==> src/rtl/sdram_arb_pkg.sv <==
// Shared types and sizes for the three-port SDRAM arbiter.
package sdram_arb_pkg;

    localparam int unsigned NUM_PORTS = 3;
    localparam int unsigned DATA_W    = 8;
    localparam int unsigned ID_W      = 2;

    typedef enum logic [2:0] {
        IDLE,
        ISSUE,
        WAIT,
        ACK,
        REFRESH
    } arb_state_e;

endpackage

==> src/rtl/sdram_arb_refresh_timer.sv <==
// Free-running refresh interval counter; raises a non-queuing pending flag on each wrap.
module sdram_arb_refresh_timer #(
    parameter int unsigned REFRESH_INTERVAL = 250
) (
    input  logic clk,
    input  logic reset,
    input  logic clear,
    output logic pending
);

    localparam int unsigned CNT_W = (REFRESH_INTERVAL > 1) ? $clog2(REFRESH_INTERVAL) : 1;

    logic [CNT_W-1:0] cnt;

    // A wrap in the same cycle as a clear wins, so a fresh refresh is never lost.
    always_ff @(posedge clk) begin
        if (reset) begin
            cnt     <= '0;
            pending <= 1'b0;
        end else if (cnt == CNT_W'(REFRESH_INTERVAL - 1)) begin
            cnt     <= '0;
            pending <= 1'b1;
        end else begin
            cnt <= cnt + 1'b1;
            if (clear) begin
                pending <= 1'b0;
            end
        end
    end

endmodule

==> src/rtl/sdram_port_arbiter.sv <==
// Three-port SDRAM arbiter: fixed priority for port 0, round-robin between ports 1 and 2,
// refresh injection between transactions and a per-access timeout.
module sdram_port_arbiter
    import sdram_arb_pkg::*;
#(
    parameter int unsigned ADDR_W           = 25,
    parameter int unsigned REFRESH_INTERVAL = 250,
    parameter int unsigned TIMEOUT          = 63
) (
    input  logic                          clk,
    input  logic                          reset,
    input  logic [NUM_PORTS-1:0]          req,
    input  logic [NUM_PORTS-1:0]          we,
    input  logic [NUM_PORTS*ADDR_W-1:0]   addr,
    input  logic [NUM_PORTS*DATA_W-1:0]   din,
    output logic [NUM_PORTS-1:0]          ack,
    output logic [DATA_W-1:0]             dout,
    output logic                          mem_req,
    output logic                          mem_we,
    output logic [ADDR_W-1:0]             mem_addr,
    output logic [DATA_W-1:0]             mem_din,
    input  logic [DATA_W-1:0]             mem_dout,
    input  logic                          mem_ready,
    output logic                          mem_refresh,
    output logic [ID_W-1:0]               grant_id,
    output logic                          busy,
    output logic                          timeout_err
);

    localparam int unsigned TO_W = $clog2(TIMEOUT + 1);

    arb_state_e           state, state_n;
    logic [TO_W-1:0]      tcnt, tcnt_n;
    logic                 rr_favor2, rr_favor2_n;
    logic [ID_W-1:0]      grant_n;
    logic [DATA_W-1:0]    dout_n;
    logic                 terr_n;
    logic                 latch_en;
    logic                 refresh_start;
    logic                 refresh_pending;
    logic                 to_hit;
    logic                 we_sel;
    logic [ADDR_W-1:0]    addr_sel;
    logic [DATA_W-1:0]    din_sel;
    logic [NUM_PORTS-1:0] ack_n;

    sdram_arb_refresh_timer #(
        .REFRESH_INTERVAL (REFRESH_INTERVAL)
    ) u_refresh_timer (
        .clk     (clk),
        .reset   (reset),
        .clear   (refresh_start),
        .pending (refresh_pending)
    );

    // Next-state, grant selection and registered-output precomputation.
    always_comb begin
        state_n       = state;
        tcnt_n        = tcnt;
        rr_favor2_n   = rr_favor2;
        grant_n       = grant_id;
        dout_n        = dout;
        terr_n        = timeout_err;
        latch_en      = 1'b0;
        refresh_start = 1'b0;
        to_hit        = (tcnt == TO_W'(TIMEOUT - 1));
        we_sel        = 1'b0;
        addr_sel      = '0;
        din_sel       = '0;
        ack_n         = '0;

        case (state)
            IDLE: begin
                tcnt_n = '0;
                if (refresh_pending) begin
                    refresh_start = 1'b1;
                    state_n       = REFRESH;
                end else if (req[0]) begin
                    grant_n  = ID_W'(0);
                    latch_en = 1'b1;
                    state_n  = ISSUE;
                end else if (req[1] && (!req[2] || !rr_favor2)) begin
                    grant_n     = ID_W'(1);
                    rr_favor2_n = 1'b1;
                    latch_en    = 1'b1;
                    state_n     = ISSUE;
                end else if (req[2]) begin
                    grant_n     = ID_W'(2);
                    rr_favor2_n = 1'b0;
                    latch_en    = 1'b1;
                    state_n     = ISSUE;
                end
            end
            ISSUE: begin
                tcnt_n  = '0;
                state_n = WAIT;
            end
            WAIT: begin
                if (mem_ready) begin
                    dout_n  = mem_dout;
                    state_n = ACK;
                end else if (to_hit) begin
                    terr_n  = 1'b1;
                    dout_n  = 8'hFF;
                    state_n = ACK;
                end else begin
                    tcnt_n = tcnt + 1'b1;
                end
            end
            ACK: begin
                state_n = IDLE;
            end
            REFRESH: begin
                if (mem_ready) begin
                    state_n = IDLE;
                end else if (to_hit) begin
                    terr_n  = 1'b1;
                    state_n = IDLE;
                end else begin
                    tcnt_n = tcnt + 1'b1;
                end
            end
            default: begin
                state_n = IDLE;
            end
        endcase

        for (int i = 0; i < int'(NUM_PORTS); i++) begin
            if (grant_n == ID_W'(i)) begin
                we_sel   = we[i];
                addr_sel = addr[i*ADDR_W +: ADDR_W];
                din_sel  = din[i*DATA_W +: DATA_W];
            end
            ack_n[i] = (state_n == ACK) && (grant_n == ID_W'(i));
        end
    end

    always_ff @(posedge clk) begin
        if (reset) begin
            state       <= IDLE;
            tcnt        <= '0;
            rr_favor2   <= 1'b0;
            grant_id    <= '0;
            dout        <= '0;
            timeout_err <= 1'b0;
            ack         <= '0;
            busy        <= 1'b0;
            mem_req     <= 1'b0;
            mem_refresh <= 1'b0;
            mem_we      <= 1'b0;
            mem_addr    <= '0;
            mem_din     <= '0;
        end else begin
            state       <= state_n;
            tcnt        <= tcnt_n;
            rr_favor2   <= rr_favor2_n;
            grant_id    <= grant_n;
            dout        <= dout_n;
            timeout_err <= terr_n;
            ack         <= ack_n;
            busy        <= (state_n != IDLE);
            mem_req     <= (state_n == ISSUE);
            mem_refresh <= refresh_start;
            if (latch_en) begin
                mem_we   <= we_sel;
                mem_addr <= addr_sel;
                mem_din  <= din_sel;
            end
        end
    end

endmodule
==> config.mk <==
export PLATFORM = sky130hd
export DESIGN_NAME = sdram_port_arbiter
export DESIGN_NICKNAME = d
export VERILOG_FILES = /design/src/rtl/sdram_arb_pkg.sv /design/src/rtl/sdram_arb_refresh_timer.sv /design/src/rtl/sdram_port_arbiter.sv
export SDC_FILE = /design/constraint.sdc
export NUM_CORES = 1
export LEC_CHECK = 0
export BUFFER_PORTS_ARGS = -buffer_cell sky130_fd_sc_hd__clkbuf_2
export CAP_MARGIN = 20
export CORE_UTILIZATION = 50
export CTS_CLUSTER_SIZE = 14
export DETAILED_ROUTE_END_ITERATION = 8
export PLACE_DENSITY = 0.95
export SLEW_MARGIN = 20
export SYNTH_ARGS = -nofsm -noshare
export SYNTH_HDL_FRONTEND = slang
export SYNTH_SLANG_ARGS = --single-unit
==> constraint.sdc <==
create_clock -name clk -period 3.6 [get_ports clk]
set_input_delay 0.54 -clock clk [delete_from_list [all_inputs] [get_ports clk]]
set_output_delay 0.54 -clock clk [all_outputs]
set_load 0.05 [all_outputs]
Word-level counts from Yosys, hierarchy flattened:

Cells that the tools add are included.

* add/subtract/negate cells: 2
* eq/ne operators: 11
* mux-type cells: 39
* bitwise operators: 3
* reductions and logical operators: 21

Operators with widths (count)
* $mux W25: 3
* $mux W8: 5
* $mux W3: 8
* $mux W1: 14
* $mux W6: 2
* $pmux W3 S4: 1
* $pmux W6 S2: 1
* $mux W2: 5
* $add A8 B1 Y8 const B: 1
* $eq A8 B8 Y1 const B: 1
* $reduce_bool A2 Y1: 4
* $add A6 B1 Y6 const B: 1
* $eq A3 B1 Y1 const B: 2
* $eq A3 B2 Y1 const B: 2
* $eq A6 B6 Y1 const B: 1
* $reduce_and A3 Y1: 2
* $reduce_or A2 Y1: 3
* $logic_and A1 B1 Y1: 4
* $ne A2 B2 Y1 const B: 2
* $reduce_and A4 Y1: 1
* $eq A3 B3 Y1 const B: 1
* $logic_not A3 Y1: 1
* $not A1 Y1: 3
* $reduce_bool A3 Y1: 1
* 6 further kinds: 7

* register bits: 70
* bits of input ports: 116
* output and inout bits: 51
* logic and storage cells: 91

Depth between registers and ports, before layout:

Gate-level depths: netlist of run 1.

* depth in word-level cells: 11
* gate-level depth with buffers: 8

By module:

From an unflattened synthesis of run 1, not the netlist that was laid out.

* cells, all modules: 363
* area, all modules: 3263.1 um^2

Modules (own cells, without submodules)
* sdram_port_arbiter: times used 1, cells each 318, area an instance 2866.5 um^2, seq. area each 1221.2 um^2
* sdram_arb_refresh_timer: times used 1, cells each 45, area an instance 396.6 um^2, seq. area each 180.2 um^2

Least setup slack after synthesis of run 1:

Ideal clock, no wire load.

* path kind: input to register
* start point: in req[2]
* end point: reg mem_addr[17]
* arrival time: 1.940 ns
* data required time: 3.525 ns
* slack: 1.584 ns
* cell stages on the path: 7
* path buffers: 2
* cell sequence: or3_1 -> and2_1 -> nor2_2 -> buf_4 -> dlygate4sd1_1 -> nand2_1 -> a22oi_2

* cells in the longest elaborated chain, start to end: 11
* elaborated cells on any way between the ends: 19

Ends and longest elaborated chain
* start: declaration: line sdram_port_arbiter.sv:12 `input logic [NUM_PORTS-1:0] req,`
* $logic_not A1 Y1: line sdram_port_arbiter.sv:82 `end else if (req[1] && (!req[2] || !rr_favor2)) begin`
* $logic_or A1 B1 Y1: line sdram_port_arbiter.sv:82
* $logic_and A1 B1 Y1: line sdram_port_arbiter.sv:82
* $mux W2: line sdram_port_arbiter.sv:82
* $mux W2: line sdram_port_arbiter.sv:78 `end else if (req[0]) begin`
* $mux W2: line sdram_port_arbiter.sv:75 `if (refresh_pending) begin`
* $mux W2: line sdram_port_arbiter.sv:72 `case (state)`
* $logic_not A2 Y1: line sdram_port_arbiter.sv:129 `if (grant_n == ID_W'(i)) begin`
* $mux W25 (3 in a row): line sdram_port_arbiter.sv:129
* end signal: assignment: line sdram_port_arbiter.sv:166 `mem_addr <= addr_sel;`
* end: declaration: line sdram_port_arbiter.sv:20 `output logic [ADDR_W-1:0] mem_addr,`

Parallel ways exist; a longest one is shown, timed or not.
A chain may end at the register's enable or synchronous reset.

Worst setup path after layout of run 1:

* start point: reg state[1]
* end point: reg mem_din[6]

* cells in the longest elaborated chain, start to end: 6
* elaborated cells on any way between the ends: 9

Ends and longest elaborated chain
* start: declaration: line sdram_port_arbiter.sv:32 `arb_state_e state, state_n;`
* start signal: assignment: line sdram_port_arbiter.sv:154 `state <= state_n;`
* $logic_not A3 Y1 *: line sdram_port_arbiter.sv:72
* $mux W2: line sdram_port_arbiter.sv:72
* $logic_not A2 Y1: line sdram_port_arbiter.sv:129
* $mux W8 (3 in a row): line sdram_port_arbiter.sv:129
* end signal: assignment: line sdram_port_arbiter.sv:167 `mem_din <= din_sel;`
* end: declaration: line sdram_port_arbiter.sv:21 `output logic [DATA_W-1:0] mem_din,`

Mark *: on every way between the ends. The rest lies on a longest branch, timed or not.

==> metrics.md, run 1 <==
| Metric | Value |
|---|---|
| Clock share of power | 26.4% |
| Post-CTS Setup Repair Bufs | 0 |
| Max-capacitance violation count | 0 |
| Via count | 3755 |
| Die height | between 80 and 90 microns |
| CTS Buf Count | 9 |
| Period utilisation layout | 63.8% |
| Final-report hold violation count | 0 |
| Post-synth top area share | approximately 40% |
| Synth unique cells | 46 |
| Synth top area cells | dfxtp_1 (40%), a22oi_1 (10%), a22oi_2 (6.7%) |
| Reg2reg start | state[1] |
| RSZ-0062 raised after global routing | false |
| Post-synthesis cell count | 393 |
| Routed vias/inst | 5.83 |
| Layout cells sized above 1 | between 40 and 50% |
| Seq pwr share | 34.1% |
| # hold bufs at CTS | 0 |
| Max-slew violations | 0 |
| Net Sw Frac | 42.5% |
| Mux cell area share after synthesis | 0% |
| Reg clk slew, reported paths | 0.08 ns |
| FMAX | 436 MHz |
| Yosys warns | 0 |
| Core Box Area | 0.00683 sq mm |
| Pint | between 0.0015 and 0.002 W |
| Starting Density | 51.8% |
| Sequential share of the synthesized area | 39.6% |
| Setup TNS | 0 ns |
| Ys async rst share | 0% |
| CTS tree | built |
| Placement Rows | 30 |
| Gr usage total | 26.1% |
| PnR worst setup slack | 1.30 ns |
| Synth Area in Compound Gates | 37.7% |
| Number of global-route vias before repair | 3471 |
| Outcome | finished clean |
| Worst Path Required | 3.87 ns |
| Worst setup EP type | flop |
| Initial drt markers | 246 |
| Final setup skew | 0.0101 ns |
| Comb power frac | 39.5% |
| Critical path class | reg -> reg |
| CP arrival | between 2 and 3 ns |
| Xor/xnor share of the synthesized area | 2.97% |
| Post-DP HPWL | around 6900 microns |
| Reg-to-Reg End | mem_din[6] |
| Num ports | 167 |
| Root Driver | clkbuf_8 |
| N_diodes | 0 |
| Pre-CTS setup slack | 1.03 ns |
| EDFF count, synth | 0 |
| Worst Max-Slew Pin Slew | roughly 0.65 ns |
| Final setup vio count | 0 |
| First-pass GRT wire length | 15400 microns |
| Drt first pass iters | 7 |
| Final WL | just under 10000 microns |
| FF-to-FF setup slack | between 1 and 1.5 ns |
| CP Max Fanout | 30 |
| GP Congestion | approximately 0.86 |
| Post-Synth Simple-Gate Area | 12.1% |
| Top FF cell, synth | dfxtp_1 |
| Largest family of logic cells by synthesized area | compound AO/OA/AOI/OAI gates |
| Syn nets | 513 |
| CP startpoint kind | flop |
| Syn avg cell area | 9.01 sq um |
| Final min period | 2.30 ns |
| Nets | 663 |
| Pwr dens | 640 mW/mm^2 |
| Normalized max-slew margin | between 50% and 60% |
| Pwr Total | 0.00295 W |
| Largest area contributor in the netlist | dfxtp_1 |
| Area post-placement | about 0.0044 sq mm |
| Post-Synth Adder-Cell Area | 1.41% |
| Layout area overhead | 30.0% |
| Non-Filler Cell Area, Final | 0.00460 sq mm |
| FF+latch count, synth | 70 |
| # resized after CTS | 0 |
| H-tree depth | 3 |
| Crit path to | mem_din[6] |
| Post-layout util | 67.4% |
| Initial antenna violation count | 0 |
| DR DRC count | 0 |
| Antenna Nets Post-Route | 0 |
| Clock Latency Late Sink | ~0.35 ns |
| Die ar. | 0.00742 sq mm |
| Critical path origin | state[1] |
| IO Port Bufs | 166 |
| Psw | 0.00125 W |
| Clock Tree Buf Depth | 2 |
| Hold Crit Class | in -> reg |
| Grt ovf | 0 |
| Largest net degree at the start of global routing | 68 |
| P_leak | 2.03 nW |
| Post-Syn Area | 0.00354 sq mm |
| Maximum vdd drop | roughly 370 uV |
| WL/cell | about 15 microns |
| Chip Width | 86.1 microns |
| Reg2reg path depth | 6 |
| CTS sink count | 70 |
## final cells by class
cell class                 count  area, sq um
tap                           96          120
multi-input combinational    283         1940
sequential                    70         1400
timing repair buffer         171          868
inverter                       8         30.0
clock inverter                 7          123
fill                         521         2230
clock buffer                   9          124
## worst min path at each step
stage                                       from                endpoint  depth (start not counted)
after global routing                 mem_dout[7]                 dout[7]                          2
after detailed placement  u_refresh_timer.cnt[0]  u_refresh_timer.cnt[0]                          1
after global placement    u_refresh_timer.cnt[0]  u_refresh_timer.cnt[0]                          1
after CTS                            mem_dout[7]                 dout[7]                          2
final                                mem_dout[7]                 dout[7]                          2
after floorplan           u_refresh_timer.cnt[0]  u_refresh_timer.cnt[0]                          1
## cells by family after synthesis
logic type | count (synthesis)
AOI/OAI and AO/OA | 172
and+or+nand+nor | 95
DFF | 70
adders and majority gates | 4
xor gates and xnor gates | 12
buffers and inverters | 40
## layer usage
layer  track usage [%]  vias to the layer above  wire length, microns  share of wire (%)
met4              15.0                        0                   338                3.4
met3              5.49                       33                   675                6.8
met1              30.6                     1751                  3850                 39
li1                  -                     1758                     -                  -
met2              44.2                      213                  5070                 51
met5                 0                        -                     0                  0
## worst max-delay path: stages (launching register included)
cell	delay [ns]
dfxtp_1	0.64
nor4_2	0.16
and2_1	0.21
nor2_4	0.51
buf_4	0.36
a22oi_1	0.14
a22oi_2	0.19
## synth_stat cells, types with 2 or more instances
cell type / number
o2111ai_1: 3
xor2_1: 7
o21ai_0: 44
and2_1: 2
o221a_2: 8
a32oi_1: 2
nand2_1: 40
buf_2: 3
o21ai_2: 19
a21oi_1: 7
and3_1: 4
ha_1: 4
a22oi_1: 48
nor4_1: 2
dfxtp_1: 70
a22oi_2: 19
o21ai_1: 10
nor2_1: 28
buf_4: 4
inv_1: 8
xnor2_1: 5
buf_6: 6
clkbuf_1: 17
a31oi_1: 2
nor3_1: 6
nand3_1: 5
## flip-flops by register name, indices dropped and copies added (netlist names), 2 cells and up
name                 count
u_refresh_timer.cnt      8
state                    3
ack                      3
mem_addr                25
grant_id                 2
tcnt                     6
mem_din                  8
dout                     8
## stage by stage
stage	std cells	hold slack, ns
2_1_floorplan	393	0.433
5_1_grt	644	0.440
4_1_cts	644	0.436
3_3_place_gp	628	0.444
3_5_place_dp	628	0.463
6_report	644	0.456
## power by group through the flow
stage | registers [W] | logic [W] | clock network, W
after floorplan | 0.00137 | 0.000545 | 0
after global placement | 0.00101 | 0.00112 | 0
after detailed placement | 0.00102 | 0.00115 | 0
after CTS | 0.00100 | 0.00116 | 0.000787
after global routing | 0.00102 | 0.00124 | 0.000824
final | 0.00100 | 0.00117 | 0.000777
## cells in the final DEF, fill, tap and decap left out, types with 2 or more instances in the layout
master        n
a21oi_1       7
o21ai_0      44
clkbuf_8      9
a32oi_1       2
nor4_1        2
clkinv_4      2
ha_1          4
and2_1        2
xor2_1        7
and3_1        4
inv_1         8
dfxtp_1      70
o221a_2       8
nor3_1        6
xnor2_1       5
a31oi_1       2
nand3_1       5
clkinvlp_4    2
nand2_1      40
a22oi_1      48
nor2_1       27
o21ai_2      19
clkbuf_2    166
o21ai_1      10
a22oi_2      19
bufinv_16     3
o2111ai_1     3
buf_4         5
Power figures use the tool's default switching activity.
==> inputs of run 2 (changes only) <==
Settings changed: CORE_UTILIZATION 50 to 42, PLACE_DENSITY 0.95 to 0.86.
Clock period 3.6 ns to 1.9 ns, I/O delays scaled along.
==> metrics.md, run 2 (same netlist as run 1, synthesis figures left out) <==
| Metric | Value |
|---|---|
| Final min period | 1.83 ns |
| Hold Startpoint | din[23] |
| Layout cells sized above 1 | 47.5% |
| Placement Rows | 33 |
| Initial drt markers | 98 |
| Hold path depth | 3 |
| Crit-path cells | or4_4, o31ai_4, buf_6, o21ai_0, a22oi_1 |
| Core Box Area | 0.00818 sq mm |
| WL/cell | 14.8 microns |
| Pre-CTS setup slack | -0.156 ns |
| Commonest non-fill, non-tap cell in the layout | clkbuf_2 |
| Chip Width | 93.8 microns |
| FMAX | 548 MHz |
| H-tree depth | 3 |
| FILL cells | 714 |
| PnR worst setup slack | roughly 0.074 ns |
| # hold bufs at CTS | 0 |
| Die height | 93.8 microns |
| Slowest stage cell, crit path | or4_4 |
| Hold Crit Class | in -> reg |
| Worst setup EP type | flop |
| Pint | approximately 0.0033 W |
| Worst Max-Slew Pin Slew | 0.526 ns |
| Clock Tree Buf Depth | 2 |
| Clock share of power | 23.1% |
| Outcome | finished clean |
| Critical path origin | u_refresh_timer.pending |
| Nets | 678 |
| Reg-to-Reg End | mem_addr[6] |
| Layout area overhead | 37.2% |
| Antenna Nets Post-Route | 0 |
| Root Driver | clkbuf_8 |
| Starting Density | about 43% |
| RSZ-0062 raised after global routing | true |
| Largest net degree at the start of global routing | 47 |
| Gr usage total | 20.9% |
| Period utilisation layout | 96.1% |
| CTS Buf Count | 9 |
| Max-capacitance violation count | 0 |
| Via count | 3658 |
| Final-report hold violation count | 0 |
| Max FFs per register | 25 |
| Number of global-route vias before repair | about 3400 |
| Max-slew violations | 0 |
| Worst Path Required | approximately 2.2 ns |
| Seq pwr share | 33.0% |
| Critical path class | reg -> reg |
| Clock Latency Late Sink | 0.35 ns |
| Normalized max-slew margin | ~65% |
| Placed Cells | 649 |
| N_diodes | 0 |
| P_leak | 2.15 nW |
| Initial antenna violation count | 0 |
| Psw | 0.00240 W |
| Reg2reg start | u_refresh_timer.pending |
| Crit path buffers/inverters | 1 |
| WHS Endpoint | mem_din[7] |
| Setup TNS | 0 ns |
| Multi-input gate area | between 0.002 and 0.0025 sq mm |
| First-pass GRT wire length | 14700 microns |
| Most flops, register | mem_addr |
| Final WL | 9890 microns |
| Routed vias/inst | 5.48 |
| Final setup skew | 0.0115 ns |
| Num ports | 167 |
| IO Port Bufs | about 170 |
| CP arrival | 2.09 ns |
| GP Congestion | 0.773 |
| FF-to-FF setup slack | 0.07 ns |
| CP Max Fanout | 11 |
| Pwr dens | 1160 mW/mm^2 |
| Max incr delay on CP | 0.60 ns |
| Drt first pass iters | 4 |
| Reg2reg path depth | 5 |
| CP startpoint kind | flop |
| Post-Layout Cell Count | 667 |
| CTS sink count | 70 |
| Delay-heaviest family, CP | simple AND/OR/NAND/NOR gates |
| Post-DP HPWL | 6990 microns |
| CTS tree | built |
| Most frequent cells in the layout | clkbuf_2 (166), dfxtp_1 (69), a22oi_1 (46) |
| Seq. cell area | ~0.0014 sq mm |
| Reg clk slew, reported paths | 0.08 ns |
| Die ar. | 0.00880 sq mm |
| Grt ovf | 0 |
| Maximum vdd drop | between 500 and 600 uV |
| Final setup vio count | 0 |
| DR DRC count | 0 |
| Comb power frac | 43.8% |
| Post-layout util | between 50% and 60% |
| Net Sw Frac | 42.4% |
## run 2: changes by cell type in the layout (fill, tap and decap cells not counted), sizes merged
| cell | before | now |
|---|---|---|
| clkinvlp | 2 | 0 |
| o21a | 2 | 3 |
| clkinv | 2 | 4 |
| buf | 5 | 18 |
| clkbuf | 175 | 176 |
| bufinv | 3 | 2 |
## run 2: worst max-delay path by stage
stage	cells past startpoint	endpoint
2_1_floorplan	7	mem_addr[10]
3_3_place_gp	5	mem_din[4]
3_5_place_dp	5	mem_addr[5]
4_1_cts	5	mem_we
5_1_grt	5	mem_din[0]
6_report	5	mem_addr[6]
## run 2: power groups by stage
stage               Combinational (W)  Clock (W)  Sequential [W]
detailed placement            0.00235          0         0.00189
finish                        0.00248    0.00131         0.00187
global route                  0.00264    0.00139         0.00190
global placement              0.00230          0         0.00188
CTS                           0.00237    0.00134         0.00186
floorplan                     0.00103          0         0.00259
## run 2: final cells by class
cell class	instances	area share [%]
multi-input combinational	284	41.3
sequential	70	28.9
timing repair buffer	185	22.2
tap	105	2.70
clock buffer	9	2.55
clock inverter	6	1.80
inverter	8	0.618
## run 2: worst reg2reg max path, cell delays in order, from the launching register on
cell and delay [ns]:
dfxtp_1 0.32, or4_4 0.60, o31ai_4 0.32, buf_6 0.22
o21ai_0 0.10, a22oi_1 0.18
## run 2: per-layer routing
metal / GRT usage, % / wire (microns) / vias to the layer above / part of all wire [%]
met3: 3.96 / 612 / 11 / 6.2
met1: 24.0 / 4270 / 1714 / 43
li1: - / - / 1788 / -
met2: 37.4 / 4860 / 145 / 49
met5: 0 / 0 / - / 0
met4: 9.36 / 137 / 0 / 1.4
## run 2: through the flow
step	hold WS (ns)	area, sq um	total power, W
after CTS	0.171	4760	0.00557
final	0.184	4860	0.00565
after global routing	0.192	4860	0.00593
after floorplan	0.401	3540	0.00362
after global placement	0.444	4540	0.00418
after detailed placement	0.467	4540	0.00425
## run 2: repair_timing
item	4_1_cts	5_1_grt
setup endpoints to repair	33	36
cloned	0	2
pin swaps	0	4
gates resized for setup	3	32
buffers inserted	0	1
==> inputs of run 3 (changes only) <==
Settings changed: CORE_MARGIN set to 10.
==> metrics.md, run 3 (same netlist as run 1, synthesis figures left out) <==
| Metric | Value |
|---|---|
| Num ports | between 150 and 200 |
| RSZ-0062 raised after global routing | true |
| Root Driver | clkbuf_8 |
| Gr usage total | 17.5% |
| CTS Buf Count | 9 |
| Clock Latency Late Sink | 0.36 ns |
| Pwr dens | 1150 mW/mm^2 |
| Final min period | 1.94 ns |
| Net Sw Frac | 44.5% |
| P_leak | ~2.3 nW |
| Max FFs per register | 25 |
| Die ar. | 0.0125 sq mm |
| H-tree depth | 3 |
| Reg2reg start | state[1] |
| Grt ovf | 0 |
| Outcome | finished with violations |
| Pwr Total | 0.00601 W |
| Pint | ~0.0033 W |
| Post-DP HPWL | 8540 microns |
| Hold Slack | 0.189 ns |
| Worst Max-Slew Pin Slew | 0.509 ns |
| Core Box Area | 0.00822 sq mm |
| CTS sink count | 70 |
| Chip Width | 112 microns |
| Critical path origin | state[1] |
| Reg clk slew, reported paths | 0.10 ns |
| Hold Crit Class | in -> reg |
| Reg-to-Reg End | mem_addr[8] |
| DR DRC count | 0 |
| Worst Path Required | between 2 and 2.5 ns |
| Die height | around 110 microns |
| GP Congestion | 0.803 |
| Starting Density | 43.1% |
| Commonest non-fill, non-tap cell in the layout | clkbuf_2 |
| First-pass GRT wire length | 18400 microns |
| Clock share of power | 19.5% |
| Via count | 3856 |
| FMAX | a little over 500 MHz |
| Period utilisation layout | 102% |
| Clock Tree Buf Depth | 2 |
| Most flops, register | mem_addr |
| # hold bufs at CTS | 0 |
| CP startpoint kind | flop |
| IO Port Bufs | 166 |
| Max-capacitance violation count | 0 |
| Final-report hold violation count | 0 |
| Normalized max-slew margin | 65.7% |
| Reg2reg path depth | 6 |
| Max-slew violations | 0 |
| Comb power frac | 49.3% |
| CP Max Fanout | 8 |
| Antenna Nets Post-Route | 0 |
| Most frequent cells in the layout | clkbuf_2 (166), dfxtp_1 (67), a22oi_1 (41) |
| Critical path class | reg -> reg |
| Layout cells sized above 1 | between 50% and 60% |
| Largest net degree at the start of global routing | 65 |
| Worst setup EP type | flop |
| Seq pwr share | 31.2% |
| Nets | 700 |
| Initial antenna violation count | 0 |
| WL/cell | 18.4 microns |
| FF-to-FF setup slack | -0.04 ns |
| Final setup vio count | 18 |
| Drt first pass iters | 4 |
| Final setup skew | 0.0172 ns |
| Crit path to | mem_addr[8] |
| Maximum vdd drop | 628 uV |
| Layout area overhead | 48.0% |
| Psw | about 0.0027 W |
| Placement Rows | 33 |
| Initial drt markers | 245 |
| PnR worst setup slack | -0.0393 ns |
| Final WL | 12700 microns |
| CTS tree | built |
| Violated checks | setup timing |
| Hold path depth | 2 |
| Number of global-route vias before repair | between 3000 and 4000 |
| Routed vias/inst | 5.59 |
| N_diodes | 0 |
| CP arrival | 2.21 ns |
[run 3: repair_timing]
item,CTS,global route
endpoints found under the setup margin,33,37
pin swaps,8,31
gates resized for setup,2,39
setup buffers,0,13
cloned,1,9
[run 3: routing by layer]
| layer | part of all wire [%] | GRT usage (%) |
|---|---|---|
| met5 | 0 | 0 |
| met4 | 2.6 | 7.63 |
| met3 | 8.3 | 7.09 |
| met2 | 48 | 29.0 |
| met1 | 41 | 19.4 |
[run 3: worst min-delay path by stage]
| stage | from | to |
|---|---|---|
| floorplan | req[2] | rr_favor2 |
| global placement | u_refresh_timer.cnt[0] | u_refresh_timer.cnt[0] |
| detailed placement | rr_favor2 | rr_favor2 |
| CTS | din[23] | mem_din[7] |
| global route | mem_dout[1] | dout[1] |
| finish | mem_dout[1] | dout[1] |
[run 3: layout make-up]
class | count | area [sq um]
clock inverters | 7 | 62.6
multi-input cells | 284 | 2050
inverters | 8 | 30.0
flip-flops and latches | 70 | 1410
well taps | 105 | 131
fillers | 669 | 2980
clock buffers | 9 | 124
repair buffers | 207 | 1440
[run 3: power groups by stage]
stage	clock, W	combinational [W]	sequential, W
global placement	0	0.00235	0.00188
global route	0.00127	0.00312	0.00191
CTS	0.00121	0.00243	0.00186
finish	0.00117	0.00296	0.00188
floorplan	0	0.00103	0.00259
detailed placement	0	0.00241	0.00189
[run 3: through the flow]
step	setup slack (ns)	setup TNS [ns]	utilization [%]	area, sq um	std cells
after global placement	-0.193	-3.25	55.4	4550	651
final	-0.0393	-0.308	63.8	5240	690
after CTS	-0.00999	-0.0165	57.8	4750	668
after global routing	-0.0868	-2.15	63.8	5240	690
after detailed placement	-0.256	-5.27	55.4	4550	651
after floorplan	0.0458	0	-	3540	393
[run 3: critical path: stages (launching register included)]
cell and delay (ns):
dfxtp_2 0.35, or4_4 0.61, o31ai_4 0.30, buf_6 0.20, clkbuf_16 0.19, o21ai_2 0.06
a22oi_2 0.15
